### src/rtl/cp0_pkg.sv
// Shared CP0 definitions: register numbers, Status/Cause bit positions and
// reset constants used by cp0_regs and cp0_timer.
package cp0_pkg;

   typedef enum logic [4:0] {
      CP0_COUNT   = 5'd9,
      CP0_COMPARE = 5'd11,
      CP0_STATUS  = 5'd12,
      CP0_CAUSE   = 5'd13,
      CP0_EPC     = 5'd14
   } cp0_reg_e;

   localparam int unsigned ST_IE     = 0;
   localparam int unsigned ST_EXL    = 1;
   localparam int unsigned ST_IM_LO  = 8;
   localparam int unsigned ST_IM_HI  = 15;

   localparam int unsigned CA_EXC_LO = 2;
   localparam int unsigned CA_EXC_HI = 6;
   localparam int unsigned CA_IP_LO  = 8;
   localparam int unsigned CA_IP_HI  = 15;
   localparam int unsigned CA_TI     = 30;
   localparam int unsigned CA_BD     = 31;

   localparam logic [31:0] STATUS_RST  = 32'h0000_0002;
   localparam logic [31:0] CAUSE_RST   = '0;
   localparam logic [31:0] EPC_RST     = '0;
   localparam logic [31:0] COUNT_RST   = '0;
   localparam logic [31:0] COMPARE_RST = '1;

   function automatic logic [31:0] pack_status(input logic [7:0] im,
                                               input logic       exl,
                                               input logic       ie);
      logic [31:0] r;
      r                     = '0;
      r[ST_IM_HI:ST_IM_LO]  = im;
      r[ST_EXL]             = exl;
      r[ST_IE]              = ie;
      return r;
   endfunction

   function automatic logic [31:0] pack_cause(input logic       bd,
                                              input logic       ti,
                                              input logic [7:0] ip,
                                              input logic [4:0] exc);
      logic [31:0] r;
      r                       = '0;
      r[CA_BD]                = bd;
      r[CA_TI]                = ti;
      r[CA_IP_HI:CA_IP_LO]    = ip;
      r[CA_EXC_HI:CA_EXC_LO]  = exc;
      return r;
   endfunction

endpackage

### src/rtl/cp0_timer.sv
// CP0 Count/Compare timer: prescaled free-running Count, Compare register
// and sticky timer-interrupt flag TI.
module cp0_timer
   import cp0_pkg::*;
#(
   parameter int unsigned CNT_PRESCALE = 2
) (
   input  logic        CLK,
   input  logic        RESET_N,
   input  logic        count_we,
   input  logic        compare_we,
   input  logic [31:0] wdata,
   output logic [31:0] count,
   output logic [31:0] compare,
   output logic        ti
);

   logic [3:0]  presc;
   logic        tick;
   logic [31:0] count_inc;

   assign tick      = (presc == 4'(CNT_PRESCALE - 1));
   assign count_inc = count + 32'd1;

   always_ff @(posedge CLK) begin
      if (!RESET_N) begin
         count   <= COUNT_RST;
         compare <= COMPARE_RST;
         presc   <= '0;
         ti      <= 1'b0;
      end else begin
         // A software load of Count never raises TI; only a real increment does.
         if (count_we) begin
            count <= wdata;
            presc <= '0;
         end else if (tick) begin
            presc <= '0;
            count <= count_inc;
            if (count_inc == compare)
               ti <= 1'b1;
         end else begin
            presc <= presc + 4'd1;
         end
         if (compare_we) begin
            compare <= wdata;
            ti      <= 1'b0;
         end
      end
   end

endmodule

### src/rtl/cp0_regs.sv
// CP0 register file: Status, Cause, EPC plus the Count/Compare timer,
// exception entry/return sequencing and the registered interrupt request.
module cp0_regs
   import cp0_pkg::*;
#(
   parameter int unsigned CNT_PRESCALE = 2
) (
   input  logic        CLK,
   input  logic        RESET_N,
   input  logic        E_ENTER,
   input  logic        ERET,
   input  logic [4:0]  CAUSE_IN,
   input  logic [31:0] EPC_IN,
   input  logic        BD_IN,
   input  logic [5:0]  HW_INT,
   input  logic        MTC0,
   input  logic [4:0]  ADDR,
   input  logic [31:0] WDATA,
   output logic [31:0] RDATA,
   output logic [31:0] EPC_Q,
   output logic        INTERRUPT,
   output logic        EXL
);

   logic [7:0]  im;
   logic        exl;
   logic        ie;
   logic        bd;
   logic [4:0]  exc;
   logic [1:0]  ip_sw;
   logic [31:0] epc;
   logic        int_q;
   logic [7:0]  ip;
   logic        wr_ok;
   logic [31:0] count;
   logic [31:0] compare;
   logic        ti;

   assign wr_ok = MTC0 & ~E_ENTER & ~ERET;
   assign ip    = {ti | HW_INT[5], HW_INT[4:0], ip_sw};

   cp0_timer #(.CNT_PRESCALE(CNT_PRESCALE)) u_timer (
      .CLK        (CLK),
      .RESET_N    (RESET_N),
      .count_we   (wr_ok && (ADDR == CP0_COUNT)),
      .compare_we (wr_ok && (ADDR == CP0_COMPARE)),
      .wdata      (WDATA),
      .count      (count),
      .compare    (compare),
      .ti         (ti)
   );

   always_ff @(posedge CLK) begin
      if (!RESET_N) begin
         im    <= STATUS_RST[ST_IM_HI:ST_IM_LO];
         exl   <= STATUS_RST[ST_EXL];
         ie    <= STATUS_RST[ST_IE];
         bd    <= CAUSE_RST[CA_BD];
         exc   <= CAUSE_RST[CA_EXC_HI:CA_EXC_LO];
         ip_sw <= CAUSE_RST[CA_IP_LO+1:CA_IP_LO];
         epc   <= EPC_RST;
         int_q <= 1'b0;
      end else begin
         int_q <= ~(E_ENTER | ERET) & ie & ~exl & (|(ip & im));
         // Nested entry keeps the original EPC/BD so ERET returns to the first fault.
         if (E_ENTER) begin
            exl <= 1'b1;
            exc <= CAUSE_IN;
            if (!exl) begin
               epc <= EPC_IN;
               bd  <= BD_IN;
            end
         end else if (ERET) begin
            exl <= 1'b0;
         end else if (MTC0) begin
            case (ADDR)
               CP0_STATUS: begin
                  im  <= WDATA[ST_IM_HI:ST_IM_LO];
                  exl <= WDATA[ST_EXL];
                  ie  <= WDATA[ST_IE];
               end
               CP0_CAUSE: ip_sw <= WDATA[CA_IP_LO+1:CA_IP_LO];
               CP0_EPC:   epc   <= WDATA;
               default:   ;
            endcase
         end
      end
   end

   always_comb begin
      RDATA = '0;
      case (ADDR)
         CP0_COUNT:   RDATA = count;
         CP0_COMPARE: RDATA = compare;
         CP0_STATUS:  RDATA = pack_status(im, exl, ie);
         CP0_CAUSE:   RDATA = pack_cause(bd, ti, ip, exc);
         CP0_EPC:     RDATA = epc;
         default:     RDATA = '0;
      endcase
   end

   assign EPC_Q     = epc;
   assign INTERRUPT = int_q;
   assign EXL       = exl;

endmodule

### config.mk
export PLATFORM = sky130hd
export DESIGN_NAME = cp0_regs
export DESIGN_NICKNAME = d
export VERILOG_FILES = /design/src/rtl/cp0_pkg.sv /design/src/rtl/cp0_timer.sv /design/src/rtl/cp0_regs.sv
export SDC_FILE = /design/constraint.sdc
export NUM_CORES = 1
export LEC_CHECK = 0
export ABC_AREA = 1
export CORE_UTILIZATION = 57
export CTS_BUF_LIST = sky130_fd_sc_hd__clkbuf_8
export DETAILED_ROUTE_END_ITERATION = 12
export GPL_TIMING_DRIVEN = 0
export PLACE_DENSITY = 0.95
export SYNTH_ARGS = -nofsm -noshare
export SYNTH_HDL_FRONTEND = slang
export SYNTH_SLANG_ARGS = --single-unit
### constraint.sdc
create_clock -name CLK -period 3.7 [get_ports CLK]
set_input_delay 0.74 -clock CLK [delete_from_list [all_inputs] [get_ports CLK]]
set_output_delay 0.74 -clock CLK [all_outputs]
set_load 0.01 [all_outputs]
Word-level counts from Yosys, hierarchy flattened --
Cells that the tools add are included. W data, S select, Z words.
Word-level totals: flip-flop bits (word level) 120, bits of input ports 86
Operators by class: eq/ne operators 9, add/subtract/negate cells 2, mux-type cells 11, bitwise operators 14, reduce and logical (&&, ||, !) cells 17
Operators by type and width (count):
- $mux W32 | 7
- $pmux W32 S5 | 1
- $add A32 B1 Y32 const B | 1
- $eq A32 B32 Y1 | 1
- $eq A5 B4 Y1 const B | 5
- $reduce_and A4 Y1 | 3
- $reduce_bool A2 Y1 | 5
- $and A8 B8 Y8 | 1
- $reduce_or A8 Y1 | 1
- $not A1 Y1 | 6
- $and A1 B1 Y1 | 5
- $add A4 B1 Y4 const B | 1
- $eq A4 B1 Y1 const B | 1
- $ne A2 B2 Y1 const B | 2
- $reduce_and A2 Y1 | 2
- $reduce_or A2 Y1 | 2
- $mux W1 | 3
- $reduce_and A3 Y1 | 1
- $reduce_or A3 Y1 | 1
- $logic_and A1 B1 Y1 | 2
- $or A1 B1 Y1 | 2

Depth between registers and ports, before layout --
Gate-level depths: netlist (run 1).
word-level depth 6, mapped depth 16

Modules after synthesis --
A second synthesis (run 1) with hierarchy kept.
Second synthesis, totals: cell total of the unflattened synthesis 1341, area total of the unflattened synthesis 7897.6 µm²
By module, submodules not included:
- cp0_timer | sequential area each 1381.3 µm², cells an instance 702, area an instance 4274.1 µm², times used 1
- cp0_regs | sequential area each 1021.0 µm², cells an instance 639, area an instance 3623.5 µm², times used 1

Worst setup path before layout (run 1) --
No wires, ideal clock.
path kind input port to output port, from input ADDR[2], to output RDATA[10], stages 6, data required time 2.960 ns, arrival 1.757 ns, path buffers 1, slack 1.203 ns, cell sequence inv_1 -> nand3_1 -> nor3_1 -> clkbuf_1 -> a22oi_1 -> nand2_1
On the way: cells in the longest elaborated chain, start to end 2, elaborated cells on any way between the ends 6, those cells by class 5 x eq/ne; 1 x mux
Ends and longest elaborated chain:
- start, declared | line cp0_regs.sv:17 | input logic [4:0] ADDR,
- $eq A5 B4 Y1 | line cp0_regs.sv:92 | case (ADDR)
- $pmux W32 S5 (*) | line cp0_regs.sv:92
- end, declared | line cp0_regs.sv:19 | output logic [31:0] RDATA,
Mark *: on every way between the ends. The rest lies on a longest branch, timed or not.

Final worst setup path (run 1) --
from input ADDR[3], to output RDATA[21]
The elaborated chain is that of the path after synthesis.

==> metrics.md, run 1 <==
| Metric | Value |
|---|---|
| Layout area overhead | 30.6% |
| Top Ports | about 150 |
| Finished Layout Cells | approximately 1400 |
| Largest net degree at the start of global routing | 17 |
| GRT Total Usage | 0.430 |
| Type of the worst setup path | input pin to output port |
| First-pass GRT wire length | 41800 um |
| Status | finished clean |
| Clock-pin transition on the worst setup and hold timing paths | 0.07 ns |
| Peak supply drop | about 0.25 mV |
| Clk_lat worst skew | around 0.45 ns |
| Most frequent cells in the layout | nand2_1 (392), clkdlybuf4s50_1 (151), dfxtp_1 (120) |
| CTS Buf Count | 17 |
| Die Wd | 113 um |
| Vias in the first global route | 8210 |
| Fmax | about 270 MHz |
| Sink Count | 120 |
| Clock power share | 0.403 |
| Yosys top cell area share | 0.341 |
| Multi-input gate area | 4030 sq um |
| Reg-to-reg critical path startpoint | u_timer.presc[0] |
| Power Total | between 2000 and 3000 uW |
| Leakage | roughly 0.0038 uW |
| Die H | between 100 and 150 um |
| Vias post-DR | a little under 9000 |
| Core ar. | roughly 12000 sq um |
| Synth warn | 0 |
| Logic pwr share | 0.141 |
| Relative slew slack | 0.394 |
| Worst slew pin tran | just over 0.9 ns |
| Rows | 40 |
| Worst min-delay path category | register to register |
| Setup ws final | 0.0271 ns |
| Count of input and output buffers | approximately 150 |
| Net Sw Frac | 0.278 |
| Detail Placement HPWL | around 20000 um |
| Fill cells | ~970 |
| Root Driver | clkbuf_8 |
| Hold Vio Cnt, Final | 0 |
| P_sw | roughly 800 uW |
| Distinct cells, synth | 38 |
| Syn Inst Count | about 1100 |
| Critical Path Fanout Max | 10 |
| Die ar. | 12800 sq um |
| Drt drc | 0 |
| Final Skew | between 0.01 and 0.015 ns |
| Max_cap viols | 0 |
| H-Tree Depth | 4 |
| Drt pass-1 iters | 9 |
| Max clock buf depth | 2 |
| Mapped Avg Cell Area | approximately 6.3 sq um |
| Post-DRT Antenna Nets | 0 |
| Syn Nets | 1204 |
| Final min period | around 3.7 ns |
| Initial drt markers | 1230 |
| Via density | 6.06 |
| Final setup viols | 0 |
| Most common cell after layout, fill and taps aside | nand2_1 |
| Seq pwr share | 0.455 |
| Internal power | between 2000 and 2500 uW |
| Ant. Diodes | 0 |
| Initial Utilization | 0.586 |
| # nets final | 1376 |
| Synth Register Bits | 120 |
| Area leader, netlist | dfxtp_1 |
| Synthesized cell area | 7040 sq um |
| Worst EP arrival | a little under 3 ns |
| Max-slew violations | 0 |
| Final setup TNS | 0 ns |
| Worst EP required | ~3.0 ns |
| CP endpoint kind | output port |
| GP Congestion | 0.995 |
| CP startpoint | ADDR[3] |
| Final WL | 27500 um |
| DP Worst Slack | -0.517 ns |
| Placed cells | about 1400 |
| Wire per inst | ~19 um |
| Layout cell share with drive strength beyond 1 | 0.0608 |
| Sequential cell area | between 2000 and 2500 sq um |
| Initial antenna violation count | 0 |
| Hold path startpoint | u_timer.presc[0] |
| Final Cycle Share | 0.993 |
| Sequential fraction of the synthesis area | 0.341 |
| CTS tree | yes |
| Synth area leaders | dfxtp_1 (34%), nand2_1 (21%), inv_1 (6.0%) |
| Pwr per Cell Area | 322 nW/um^2 |
| Overflow after GRT | 0 |
| Critical path startpoint category | input pin |
## worst max-delay path: stages
cell	delay, ns
clkdlybuf4s50_1	0.51
nand3_1	0.20
nor2_4	0.20
inv_1	0.08
clkbuf_1	0.31
o21ai_0	0.31
clkdlybuf4s50_1	0.58
## what timing repair did
action / CTS / global route
hold endpoints to repair: 0 / 0
endpoints found under the setup margin: 31 / 31
hold buffers: 0 / 0
buffers inserted: 0 / 2
pin swaps: 0 / 0
resized for setup: 14 / 20
## power groups by stage
stage | Combinational (uW) | Sequential [uW] | Clock (uW)
3_3_place_gp | 393 | 1380 | 0
3_5_place_dp | 398 | 1380 | 0
6_report | 418 | 1350 | 1190
5_1_grt | 440 | 1350 | 1230
2_1_floorplan | 159 | 1380 | 0
4_1_cts | 403 | 1350 | 1170
## area by class of cell
class / count / area share
timing repair buffer: 153 / 0.166
multi-input combinational: 828 / 0.438
clock inverter: 12 / 0.0120
inverter: 116 / 0.0473
tap: 147 / 0.0200
clock buffer: 20 / 0.0299
sequential: 120 / 0.261
buffer: 51 / 0.0256
## cell families (layout without fill, tap and decap cells)
kind of cell	count (synthesis)	after routing	synth area share
adder cells (fa/ha/maj)	3	3	0.00533
AO/OA/AOI/OAI	236	236	0.207
XOR/XNOR	10	10	0.0163
flip-flops	120	120	0.341
AND/OR/NAND/NOR	579	579	0.339
buffers and inverters	167	352	0.0910
## routing by layer
metal	track usage	vias up	share of wire
met3	0.113	127	0.13
met4	0.261	0	0.055
met2	0.679	690	0.44
met1	0.526	3905	0.38
met5	0	-	0
li1	-	4041	-
## sequential cells by signal, summed over array words and instances (netlist names)
| name | flops |
|---|---|
| INTERRUPT | 1 |
| u_timer.ti | 1 |
| u_timer.compare | 32 |
| EPC_Q | 32 |
| u_timer.count | 32 |
| ie | 1 |
| u_timer.presc | 4 |
| EXL | 1 |
| exc | 5 |
| bd | 1 |
| ip_sw | 2 |
| im | 8 |
## cell usage after synthesis (all sizes together)
cell and count:
a21oi 22, a221oi 2, a22o 1, a22oi 25, a31oi 55, and2 1, buf 18, clkbuf 33
clkinv 1, dfxtp 120, ha 3, inv 115, nand2 398, nand3 74, nand3b 2, nand4 3
nor2 96, nor3 4, nor3b 1, o2111ai 7, o211ai 28, o21ai 76, o221ai 3, o22ai 14
o311ai 2, o32ai 1, xnor2 2, xnor3 2, xor2 6
## stage by stage
| step | cell area (sq um) | hold slack (ns) | utilization |
|---|---|---|---|
| 3_5_place_dp | 8740 | 0.458 | 0.727 |
| 6_report | 9200 | 0.468 | 0.766 |
| 5_1_grt | 9200 | 0.497 | 0.766 |
| 3_3_place_gp | 8740 | 0.447 | 0.727 |
| 2_1_floorplan | 7040 | 0.433 | - |
| 4_1_cts | 9140 | 0.474 | 0.761 |
## final timing paths
path                            cells past startpoint           endpoint  slack (ns)
worst min-delay path                                1   u_timer.presc[0]        0.47
worst min register to register                      1   u_timer.presc[0]        0.47
worst max-delay path                                7          RDATA[21]        0.03
worst max register to register                      7  u_timer.count[12]        1.32
No activity file was read; power rests on OpenSTA's default activity.
==> run 2, diff against run 1 <==
--- a/config.mk
+++ b/config.mk
@@ -6,11 +6,13 @@
 export NUM_CORES = 1
 export LEC_CHECK = 0
 export ABC_AREA = 1
+export CORE_ASPECT_RATIO = 1.25
 export CORE_UTILIZATION = 57
 export CTS_BUF_LIST = sky130_fd_sc_hd__clkbuf_8
 export DETAILED_ROUTE_END_ITERATION = 12
 export GPL_TIMING_DRIVEN = 0
 export PLACE_DENSITY = 0.95
+export SLEW_MARGIN = 25
 export SYNTH_ARGS = -nofsm -noshare
 export SYNTH_HDL_FRONTEND = slang
 export SYNTH_SLANG_ARGS = --single-unit
==> run 2 against run 1 <==
- utilization fell by 0.14 points
- sequential power about the same
- total power grew 4.3%
- worst setup slack better by 0.035 ns
- largest power group unchanged
- die area is essentially flat
- sequential cell count unchanged
- largest cell class unchanged
==> metrics.md, run 2 (synthesized netlist as in run 1, its figures left out) <==
| Metric | Value |
|---|---|
| Status | finished clean |
| Clk_lat worst skew | 0.48 ns (+0.03 ns) |
| CTS tree | yes |
| Final Skew | 0.00846 ns (-0.00341 ns) |
| Clock-pin transition on the worst setup and hold timing paths | 0.07 ns (about the same) |
| Sequential cell area | 2400 sq um (unchanged) |
| Post-DRT Antenna Nets | 0 (unchanged) |
| Final WL | 28000 um (+1.9%) |
| Hold Buf Count CTS | 0 (unchanged) |
| Critical Path Fanout Max | 10 (unchanged) |
| Initial antenna violation count | 0 (unchanged) |
| Die ar. | 12800 sq um (about the same) |
| Initial Utilization | 0.582 (-0.00454) |
| First-pass GRT wire length | 43600 um (+4.3%) |
| Net Sw Frac | 0.270 (-0.00828) |
| Core ar. | 12100 sq um (+0.78%) |
| Worst EP arrival | 2.90 ns (-0.03 ns) |
| Internal power | 2260 uW (+5.5%) |
| CP endpoint kind | output port |
| Worst EP required | 2.96 ns (about the same) |
| Peak supply drop | 0.272 mV (+7.4%) |
| Clock power share | 0.427 (+0.024) |
| Pwr per Cell Area | 334 nW/um^2 (+3.7%) |
| Most common cell after layout, fill and taps aside | nand2_1 |
| Relative slew slack | 0.392 (-0.00219) |
| Final Cycle Share | 0.983 (-0.00937) |
| Critical Path Max Stage Delay | 0.57 ns (about the same) |
| Largest net degree at the start of global routing | 17 (unchanged) |
| Vias post-DR | 8875 (+1.3%) |
| Multi-input gate area | 4010 sq um (-0.37%) |
| Sink Count | 120 (unchanged) |
| Final hold slack | 0.476 ns (+0.00747 ns) |
| Type of the worst setup path | input pin to output port |
| Critical path startpoint category | input pin |
| Final instance area | 9250 sq um (+0.60%) |
| Global Route met3 Usage | 0.118 (+0.00463) |
| Worst min-delay path category | register to register |
| Drt drc | 0 (unchanged) |
| Vias in the first global route | 8655 (+5.4%) |
| Finished Layout Cells | 1465 (+1.2%) |
| Layout cell share with drive strength beyond 1 | 0.0585 (-0.00231) |
| GRT busiest layer | met2 |
| GP Congestion | 1.06 (+6.7%) |
| Drt pass-1 iters | 5 (-4) |
| Worst path cell trace | clkdlybuf4s50_1 > nand2_1 > nor2_1 > nand3_1 > inv_1 > buf_4 > a22oi_1 > o21ai_0 > clkdlybuf4s50_1 |
| # nets final | 1376 (unchanged) |
| P_sw | 835 uW (+1.2%) |
| Most frequent cells in the layout | nand2_1 (392), clkdlybuf4s50_1 (151), dfxtp_1 (120) |
| CP most frequent cell | clkdlybuf4s50_1 |
| Via density | 6.06 (about the same) |
| Final min period | 3.64 ns (-0.0347 ns) |
| Leakage | 0.00382 uW (+0.85%) |
| Overflow after GRT | 0 (unchanged) |
| Initial drt markers | 783 (-36%) |
| DP Worst Slack | -0.482 ns (+0.0352 ns) |
| Setup ws final | 0.0617 ns (+0.0347 ns) |
| Wire per inst | 19.1 um (+0.64%) |
| Max clock buf depth | 2 (unchanged) |
| Top Ports | 152 (unchanged) |
| Rows | 45 (+13%) |
| Seq pwr share | 0.436 (-0.019) |
| Worst slew pin tran | 0.912 ns (+0.00329 ns) |
| Met1 usage | 0.498 (-0.0282) |
| H-Tree Depth | 4 (unchanged) |
| Detail Placement HPWL | 20700 um (+2.1%) |
| Die Wd | 101 um (-10%) |
| Slowest cell on crit path | clkdlybuf4s50_1 |
| Logic pwr share | 0.136 (-0.005) |
| Root Driver | clkbuf_8 |
| CTS Buf Count | 17 (unchanged) |
| Layout area overhead | 31.4% |
| Fill cells | 994 (+2.6%) |
| Hold Vio Cnt, Final | 0 (unchanged) |
| Count of input and output buffers | 151 (unchanged) |
| Die H | 126 um (+12%) |
| Final setup viols | 0 (unchanged) |
| Placed cells | 1430 (+1.2%) |
| Final setup TNS | 0 ns (unchanged) |
| Max_cap viols | 0 (unchanged) |
| Fmax | 275 MHz (+0.95%) |
| Met2 Use GR | 0.739 (+0.0602) |
| Max-slew violations | 0 (unchanged) |
| GRT Total Usage | 0.451 (+0.0211) |
| Placed inst area | 8760 sq um (+0.24%) |
[run 2: worst max-delay path, delay by kind of cell]
family,cells,cell delay [ns]
and+or+nand+nor,3,0.29
buffers and inverters,4,1.63
AOI/OAI and AO/OA,2,0.23
[run 2: per-stage QoR]
stage	total power, uW	util
5_1_grt	3160	0.764
3_3_place_gp	1770	0.724
3_5_place_dp	1780	0.724
6_report	3090	0.764
4_1_cts	3050	0.760
2_1_floorplan	1540	-
[run 2: path summary, 6_finish.rpt]
path	start	end	cells after the start	slack [ns]
worst min register to register	im[4]	im[4]	2	0.48
worst max register to register	u_timer.presc[0]	u_timer.count[12]	7	1.27
worst min-delay path	im[4]	im[4]	2	0.48
worst max-delay path	ADDR[3]	RDATA[28]	9	0.06
[run 2: routing by layer]
layer  vias up  part of all wire  wire length (um)
met5         -                 0                 0
met4         0             0.067              1880
met1      4038              0.36             10100
met3       167             0.093              2610
li1       4054                 -                 -
met2       616              0.48             13500
[run 2: power groups by stage]
stage,Combinational (uW),Clock [uW],Sequential (uW)
after floorplan,159,0,1380
after CTS,406,1290,1350
after global placement,395,0,1380
after global routing,443,1360,1350
after detailed placement,403,0,1380
final,421,1320,1350
[run 2: final cells by class]
cell class	count	share of cell area
diodes	1	0.000270
plain buffers	50	0.0254
clock buffers	19	0.0283
clock inverters	13	0.0176
inverters	116	0.0471
multi-input cells	828	0.434
flip-flops and latches	120	0.260
well taps	164	0.0222
repair buffers	154	0.166
[run 2: timing repair]
item / in CTS / in global routing
gates resized for setup: 11 / 26
pin swaps: 0 / 1
setup endpoints to repair: 31 / 31
hold endpoints to repair: 0 / 0
buffers inserted: 0 / 3
==> RTL change (flow settings as in run 2) <==
Register the output `RDATA`, without a reset; this adds one clock of latency there. The other outputs are not delayed to match.
--- a/src/rtl/cp0_regs.sv
+++ b/src/rtl/cp0_regs.sv
@@ -22,4 +22,6 @@
    output logic        EXL
 );
+
+   logic [31:0] RDATA_d;
 
    logic [7:0]  im;
@@ -89,12 +91,12 @@
 
    always_comb begin
-      RDATA = '0;
+      RDATA_d = '0;
       case (ADDR)
-         CP0_COUNT:   RDATA = count;
-         CP0_COMPARE: RDATA = compare;
-         CP0_STATUS:  RDATA = pack_status(im, exl, ie);
-         CP0_CAUSE:   RDATA = pack_cause(bd, ti, ip, exc);
-         CP0_EPC:     RDATA = epc;
-         default:     RDATA = '0;
+         CP0_COUNT:   RDATA_d = count;
+         CP0_COMPARE: RDATA_d = compare;
+         CP0_STATUS:  RDATA_d = pack_status(im, exl, ie);
+         CP0_CAUSE:   RDATA_d = pack_cause(bd, ti, ip, exc);
+         CP0_EPC:     RDATA_d = epc;
+         default:     RDATA_d = '0;
       endcase
    end
@@ -104,4 +106,8 @@
    assign EXL       = exl;
 
+   always_ff @(posedge CLK) begin
+      RDATA <= RDATA_d;
+   end
+
 endmodule
 
Formal check against the unedited RTL: not equivalent (Yosys sat finds a counterexample within 4 cycles, from zero or initial values and one cycle with RESET_N low).
==> RTL change against run 2 <==
Area after synthesis increased by 10%; global-route usage decreased by 4.4 points; register-to-register slack improved by 0.07 ns; setup slack better by 0.65 ns; cell count rose by 2.4%; final area grew 7.3%; first-iteration DRC count up 4.9%; sequential cell count is 32 higher; power up 15%; clock power up 8%; critical path type is now in2reg; routed wire length increased by 1.9%; combinational power decreased by 1%; die area rose by 10%.
==> RTL change: results (changes against run 2) <==
status completed (unchanged); Initial DRC Count 821 (was 783); Total Routing Usage GR 0.408 (was 0.451); Netlist cell types 39 (was 38); register clock-pin slew on the reported worst setup and hold paths 0.09 ns (was 0.07 ns); Synth area leaders dfxtp_1 (39%), nand2_1 (19%), nand3_1 (5.0%) (was dfxtp_1 (34%), nand2_1 (21%), inv_1 (6.0%)); arrival time worst endpoint 3.38 ns (was 2.90 ns); share of layout cells above drive strength 1 0.0482 (was 0.0585); Pleak 4.02 nW (was 3.82 nW); R2R Path Start u_timer.count[0]$_SDFFE_PN0P_ (was u_timer.presc[0]$_SDFF_PP0_); first-pass GRT wire length 43.7 mm (was 43.6 mm); met1 Track Usage GR 0.445 (was 0.498); Net Switching 0.000933 W (was 0.000835 W); Commonest cells post-synth nand2_1 (403), dfxtp_1 (152), inv_1 (100) (was nand2_1 (392), dfxtp_1 (120), inv_1 (112)); xor and xnor area share after synthesis 0.0222 (was 0.0163); final WL 28.6 mm (was 28.0 mm); reg2reg setup slack 1.34 ns (was 1.27 ns); Layout Skew 0.0111 ns (was 0.00846 ns); drt pass-1 iters 6 (was 5); placed cell areas 0.00949 mm2 (was 0.00876 mm2); Tcrit/Tclk final 0.808 (was 0.983); sequential cell power 0.00170 W (was 0.00135 W); routed via count 8,877 (was 8,875); die area 0.0141 mm2 (was 0.0128 mm2); Routability Congestion 1.02 (was 1.06); worst vdd ir 0.263 mV (was 0.272 mV); Seq/Total Area, Yosys 0.391 (was 0.341)
==> RTL change: cell types whose count changed in the layout (fill, tap and decap cells not counted), moves of 4 or more <==
cell             run 2  this run
a22oi_1             25        10
buf_2               12         6
clkbuf_1            24        40
dfxtp_1            120       152
inv_1              116       101
nand2_1            392       403
nand3_1             73        78
nand3b_1             2         9
nor2_1              83        87
o21ai_0             72        58
o221ai_1             3        17
==> RTL change: metal layers <==
metal | share of wire | up-vias
li1 | - | 4150
met1 | 0.36 | 4028
met2 | 0.49 | 574
met3 | 0.089 | 125
met4 | 0.061 | 0
met5 | 0 | -
==> RTL change: worst min-delay path by stage <==
stage / startpoint / endpoint / slack [ns] / cells past startpoint
after floorplan: exc[0]$_SDFFE_PN0P_ / RDATA[2]$_DFF_P_ / 0.43 / 2
after global placement: u_timer.presc[0]$_SDFF_PP0_ / u_timer.presc[0]$_SDFF_PP0_ / 0.45 / 1
after detailed placement: u_timer.presc[0]$_SDFF_PP0_ / u_timer.presc[0]$_SDFF_PP0_ / 0.45 / 1
after CTS: u_timer.presc[0]$_SDFF_PP0_ / u_timer.presc[0]$_SDFF_PP0_ / 0.47 / 1
after global routing: im[6]$_SDFFE_PN0P_ / im[6]$_SDFFE_PN0P_ / 0.51 / 2
final: u_timer.presc[0]$_SDFF_PP0_ / u_timer.presc[0]$_SDFF_PP0_ / 0.47 / 1
==> RTL change: cell type report <==
type / count / area (um2)
Tap cell: 171 / 214
Timing Repair Buffer: 150 / 1500
Clock inverter: 12 / 175
Antenna cell: 1 / 2.50
Sequential cell: 152 / 3040
Inverter: 106 / 398
Fill cell: 1061 / 3360
Multi-Input combinational cell: 833 / 4100
Buffer: 56 / 233
Clock buffer: 19 / 262
